===== src/rtl/ras_stack_ctrl.sv =====
// Return-address-stack controller.
// The top of stack lives in a register. Deeper entries spill into a dual-port
// BRAM (port A) that is used as a circular buffer. A single FILL state hides
// the BRAM's one-cycle registered read latency when an entry is pulled back in.
module ras_stack_ctrl #(
    parameter int DEPTH = 1024,
    parameter int WIDTH = 36,
    parameter int CNTW  = $clog2(DEPTH + 2)
) (
    input  logic                     clk,
    input  logic                     rst,
    input  logic                     push_valid,
    input  logic [WIDTH-1:0]         push_addr,
    input  logic                     pop_valid,
    output logic                     ready,
    output logic [WIDTH-1:0]         top_addr,
    output logic                     top_valid,
    output logic [CNTW-1:0]          count,
    output logic                     overflow,
    output logic                     underflow,
    output logic                     mem_rea,
    output logic [$clog2(DEPTH)-1:0] mem_raddr,
    output logic                     mem_wea,
    output logic [$clog2(DEPTH)-1:0] mem_waddr,
    output logic [WIDTH-1:0]         mem_wdata,
    input  logic [WIDTH-1:0]         mem_rdata
);
    localparam int ADDR = $clog2(DEPTH);

    typedef enum logic {IDLE, FILL} state_t;

    state_t            state_q, state_d;
    logic [ADDR-1:0]   sp_q, sp_d;          // next free BRAM slot, wraps mod DEPTH
    logic [CNTW-1:0]   stored_q, stored_d;  // entries currently held in BRAM
    logic [WIDTH-1:0]  tos_q, tos_d;
    logic              tv_q, tv_d;
    logic              ovf_q, ovf_d;
    logic              unf_q, unf_d;
    logic              push_only, pop_only, tail;

    assign ready     = (state_q == IDLE) && !rst;
    assign push_only = ready && push_valid && !pop_valid;
    assign pop_only  = ready && pop_valid && !push_valid;
    assign tail      = ready && push_valid && pop_valid;

    assign top_addr  = tos_q;
    assign top_valid = tv_q;
    assign count     = stored_q + CNTW'(tv_q);
    assign overflow  = ovf_q;
    assign underflow = unf_q;

    // Next-state and BRAM port A strobes from the accepted request and state.
    always_comb begin
        state_d   = state_q;
        sp_d      = sp_q;
        stored_d  = stored_q;
        tos_d     = tos_q;
        tv_d      = tv_q;
        ovf_d     = 1'b0;
        unf_d     = 1'b0;
        mem_rea   = 1'b0;
        mem_raddr = '0;
        mem_wea   = 1'b0;
        mem_waddr = '0;
        mem_wdata = '0;
        if (state_q == FILL) begin
            // Read data from the pop's cycle is now on the BRAM output.
            tos_d   = mem_rdata;
            tv_d    = 1'b1;
            state_d = IDLE;
        end else if (tail) begin
            // Call-then-return collapses to a TOS replacement; nothing spills.
            tos_d = push_addr;
            tv_d  = 1'b1;
        end else if (push_only) begin
            if (tv_q) begin
                mem_wea   = 1'b1;
                mem_waddr = sp_q;
                mem_wdata = tos_q;
                sp_d      = sp_q + ADDR'(1);
                // A full buffer overwrites its oldest slot, which is the one at sp.
                if (stored_q == CNTW'(DEPTH))
                    ovf_d = 1'b1;
                else
                    stored_d = stored_q + CNTW'(1);
            end
            tos_d = push_addr;
            tv_d  = 1'b1;
        end else if (pop_only) begin
            if (stored_q != '0) begin
                mem_rea   = 1'b1;
                mem_raddr = sp_q - ADDR'(1);
                sp_d      = sp_q - ADDR'(1);
                stored_d  = stored_q - CNTW'(1);
                tv_d      = 1'b0;
                state_d   = FILL;
            end else if (tv_q) begin
                tv_d = 1'b0;
            end else begin
                unf_d = 1'b1;
            end
        end
    end

    // State registers; reset leaves BRAM contents alone and drops any pending fill.
    always_ff @(posedge clk) begin
        if (rst) begin
            state_q  <= IDLE;
            sp_q     <= '0;
            stored_q <= '0;
            tos_q    <= '0;
            tv_q     <= 1'b0;
            ovf_q    <= 1'b0;
            unf_q    <= 1'b0;
        end else begin
            state_q  <= state_d;
            sp_q     <= sp_d;
            stored_q <= stored_d;
            tos_q    <= tos_d;
            tv_q     <= tv_d;
            ovf_q    <= ovf_d;
            unf_q    <= unf_d;
        end
    end
endmodule


===== config.mk =====
export PLATFORM = sky130hd
export DESIGN_NAME = ras_stack_ctrl
export DESIGN_NICKNAME = d
export VERILOG_FILES = /design/src/rtl/ras_stack_ctrl.sv
export SDC_FILE = /design/constraint.sdc
export NUM_CORES = 1
export LEC_CHECK = 0
export ABC_AREA = 0
export CAP_MARGIN = 20
export CORE_MARGIN = 5
export CORE_UTILIZATION = 35
export DETAILED_ROUTE_END_ITERATION = 12
export DONT_BUFFER_PORTS = 1
export PLACE_DENSITY = 0.49
export SLEW_MARGIN = 30
export SYNTH_ARGS = -nofsm -noshare
export SYNTH_HDL_FRONTEND = slang
export SYNTH_SLANG_ARGS = --single-unit

===== constraint.sdc =====
create_clock -name clk -period 3.79 [get_ports clk]
set_clock_uncertainty 0.05 [all_clocks]
set_input_delay 0.758 -clock clk [delete_from_list [all_inputs] [get_ports clk]]
set_output_delay 0.758 -clock clk [all_outputs]
set_load 0.02 [all_outputs]

==> impl_metrics.ini <==
[worst_setup_path]
cp_cell_sequence = inv_1 > ha_1 > or3b_1 > or4_1 > nor2_1 > xnor2_1 > nor2_1
path_buf_inv = 1
critPathArrivalTime_ns = 2.55
worst-setup-path-type = register to output port
cp_max_fo = 9
critPathTopFamily = simple AND/OR/NAND/NOR gates
ff2ff_setup_slack_ns = 1.04
cp_common_cell = nor2_1
ff2ff_path_depth = 9
reg2reg_to = stored_q[10]
start_kind = register
critPathRequiredTime_ns = 2.98
cpPeakStageDelay_ns = 0.53
reg2reg_from = state_q
cp-end-kind = output port
crit_slowest_cell = or4_1

[timing]
hold_violations = 0
min_period_over_period_pct = 88.71
setup_viol = 0
fin_hold_ws_ns = 0.4501
fmax_mhz = 297.4
rsz0062_at_grt = no
fin_setup_tns_ns = 0
relSlewSlack_pct = 59.45
tightest_slew_ns = 0.6083
min_period_ns = 3.362
slew_viol_final = 0

[placed_design]
place_area_um2 = 4009
hpwl_mm = 8.001
portBuffers = 0
post-place-cells = 618
globalplace.congestion = 0.8571

[cts]
path_clk_slew_ns = 0.06
cts_setup_buffers = 0
ctsRootBufferMaster = clkbuf_16
cts_max_level = 3
cts_made_buffers = 9
cts-hold-fix-buffers = 0
clock_latency_ns = 0.32
cts_tree = built
clock_path_buffers = 2
cts.repair.resized = 0
clock_sinks = 61

[yosys]
netlist_area_um2 = 3924
postSynthRegisterBits = 61
synth.yosys.seq_area_share_pct = 31.12
ys_async_sr_fraction_pct = 0
ys.flop_type = dfxtp_1
syn_nets = 599
syn-instance-count = 509
yosys_warnings = 0
avgSynthCellArea_um2 = 7.709
synth.distinct_cells = 51
synth_edf_count = 0

[cells_and_area]
drive_gt1_share_pct = 6.883
areaGrowthSynthToFinish_pct = 10.46
layout.cells.non_filler = 634
nNetsFinal = 579
finalInstanceArea_um2 = 4334
antenna_cells = 0

[detailed_routing]
wl_per_cell_um = 17.45
viasPerCell = 5.421
drt_wl_total_mm = 11.06
drt_iter0_drc = 123
first_pass_iters = 4
vias = 3437
remaining_drc_errors = 0
drtAntennaViolNets = 0

[power]
peakVddDrop_mv = 0.2289
switchingPower_mw = 1.254
pwr_density_cell_nw_per_um2 = 715.6
swShare_pct = 40.42
fin_total_pwr_mw = 3.101
power_frac_clock_pct = 28.7
intPower_mw = 1.848
seq_power_share_pct = 33.5
combPwrFrac_pct = 37.8
p_leak_nw = 2.007

[outcome]
status = complete, no violations

[global_route]
grt_pass1_wl_mm = 16.85
grt_max_degree = 64
grt_overflow = 0
grt_pass1_vias = 3361
grt.total_usage_pct = 15.80
antenna_found_initial = 0

[floorplanning]
dieArea_um2 = 13430
core_area_um2 = 10940
die_x_um = 115.9
initial_core_util_pct = 35.88
fp.dieH_um = 115.9
row_count = 38
pin_count = 185

[min_path]
hold_depth = 1
min_from = rst
worstHoldPathType = primary input to register
min_to = top_addr[34]

[job]
cap_viol_max_count = 0
[worst max-delay path by stage]
stage                     startpoint      endpoint  cells past startpoint
after floorplan                  rst  stored_q[10]                     10
after global placement           rst  mem_raddr[6]                      3
after detailed placement         rst  mem_raddr[6]                      3
after CTS                    sp_q[0]  mem_raddr[8]                      7
after global routing         sp_q[1]  mem_raddr[8]                      7
final                        sp_q[0]  mem_raddr[8]                      7
[power by group through the flow]
stage | Clock (mW) | Combinational, mW | Sequential [mW]
2_1_floorplan | 0 | 1.08 | 0.941
6_report | 0.889 | 1.17 | 1.04
3_5_place_dp | 0 | 1.17 | 1.05
3_3_place_gp | 0 | 1.16 | 1.05
5_1_grt | 0.950 | 1.32 | 1.07
4_1_cts | 0.917 | 1.18 | 1.04
[worst register-to-register path: cells and delay by family, from the launching register on]
family / cells / cell delay, ns
multiplexers: 1 / 0.22
flip-flops: 1 / 0.48
adder cells (fa/ha/maj): 1 / 0.41
buffers and inverters: 1 / 0.23
AND/OR/NAND/NOR: 3 / 0.51
AO/OA/AOI/OAI: 3 / 0.74
[cells in the final DEF (no fill, tap or decap), types with 12 or more instances in the layout]
cell	n
nand2_1	17
xor2_1	12
nand3_1	12
ha_1	13
dfxtp_1	60
and3_1	45
a21oi_1	54
mux2i_1	42
xnor2_1	18
o21ai_0	12
nor2_1	114
[cell families (layout without fill, tap and decap cells)]
| group | after synthesis | in the layout | share of synthesized area, % |
|---|---|---|---|
| flip-flops | 61 | 61 | 31.12 |
| XOR/XNOR | 30 | 30 | 6.696 |
| AO/OA/AOI/OAI | 92 | 92 | 13.94 |
| adder cells (fa/ha/maj) | 14 | 14 | 4.656 |
| multiplexers | 43 | 43 | 11.29 |
| AND/OR/NAND/NOR | 220 | 220 | 27.20 |
| buffers and inverters | 49 | 34 | 5.102 |
[registers in the layout, summed over array words and instances (netlist names)]
signal,count
underflow,1
sp_q,10
stored_q,11
top_valid,1
state_q,1
top_addr,36
overflow,1
[Yosys cell counts, types with 2 or more instances]
| library cell | instances | area [um^2] |
|---|---|---|
| xnor2_1 | 18 | 157.7 |
| nor4_1 | 5 | 31.28 |
| nor2b_1 | 2 | 12.51 |
| and2_1 | 2 | 12.51 |
| buf_1 | 3 | 11.26 |
| dfxtp_1 | 61 | 1221 |
| nand4_1 | 3 | 18.77 |
| clkbuf_1 | 31 | 116.4 |
| o22ai_1 | 2 | 12.51 |
| o31ai_1 | 2 | 15.01 |
| a21oi_1 | 54 | 270.3 |
| a31oi_1 | 3 | 18.77 |
| and3_1 | 45 | 281.5 |
| xor2_1 | 12 | 105.1 |
| inv_1 | 8 | 30.03 |
| or4_1 | 2 | 15.01 |
| buf_2 | 4 | 20.02 |
| nand2b_1 | 4 | 25.02 |
| nor2_1 | 115 | 431.7 |
| ha_1 | 13 | 162.7 |
| mux2i_1 | 42 | 420.4 |
| nand3_1 | 12 | 60.06 |
| a211oi_1 | 4 | 30.03 |
| or4_4 | 2 | 22.52 |
| o311ai_0 | 2 | 17.52 |
| a21o_1 | 2 | 15.01 |
| nor3_1 | 4 | 20.02 |
| nand3b_1 | 2 | 15.01 |
| nand2_1 | 17 | 63.81 |
| o21ai_0 | 12 | 60.06 |
[metrics by stage]
stage	setup slack (ns)	utilization, %
floorplan	0.6958	-
detailed placement	0.6927	36.66
CTS	0.4172	39.63
global route	0.2700	39.63
global placement	0.7247	36.66
finish	0.4278	39.63
[metal layers]
layer	part of all wire (%)	global-route usage, %	vias to the layer above	routed length, um
met5	0	0	-	0
met4	0.84	4.099	0	93
met3	8.3	4.230	10	923
met2	47	26.31	127	5248
met1	43	20.30	1566	4796
li1	-	-	1734	-
[area by class of cell]
cell class	instances	area [um^2]
Tap cell	140	175.2
Fill cell	1168	6601
Inverter	9	33.78
Timing Repair Buffer	9	67.56
Clock buffer	10	239.0
Clock inverter	6	86.33
Multi-Input combinational cell	399	2510
Sequential cell	61	1222
Power figures use the tool's default switching activity.
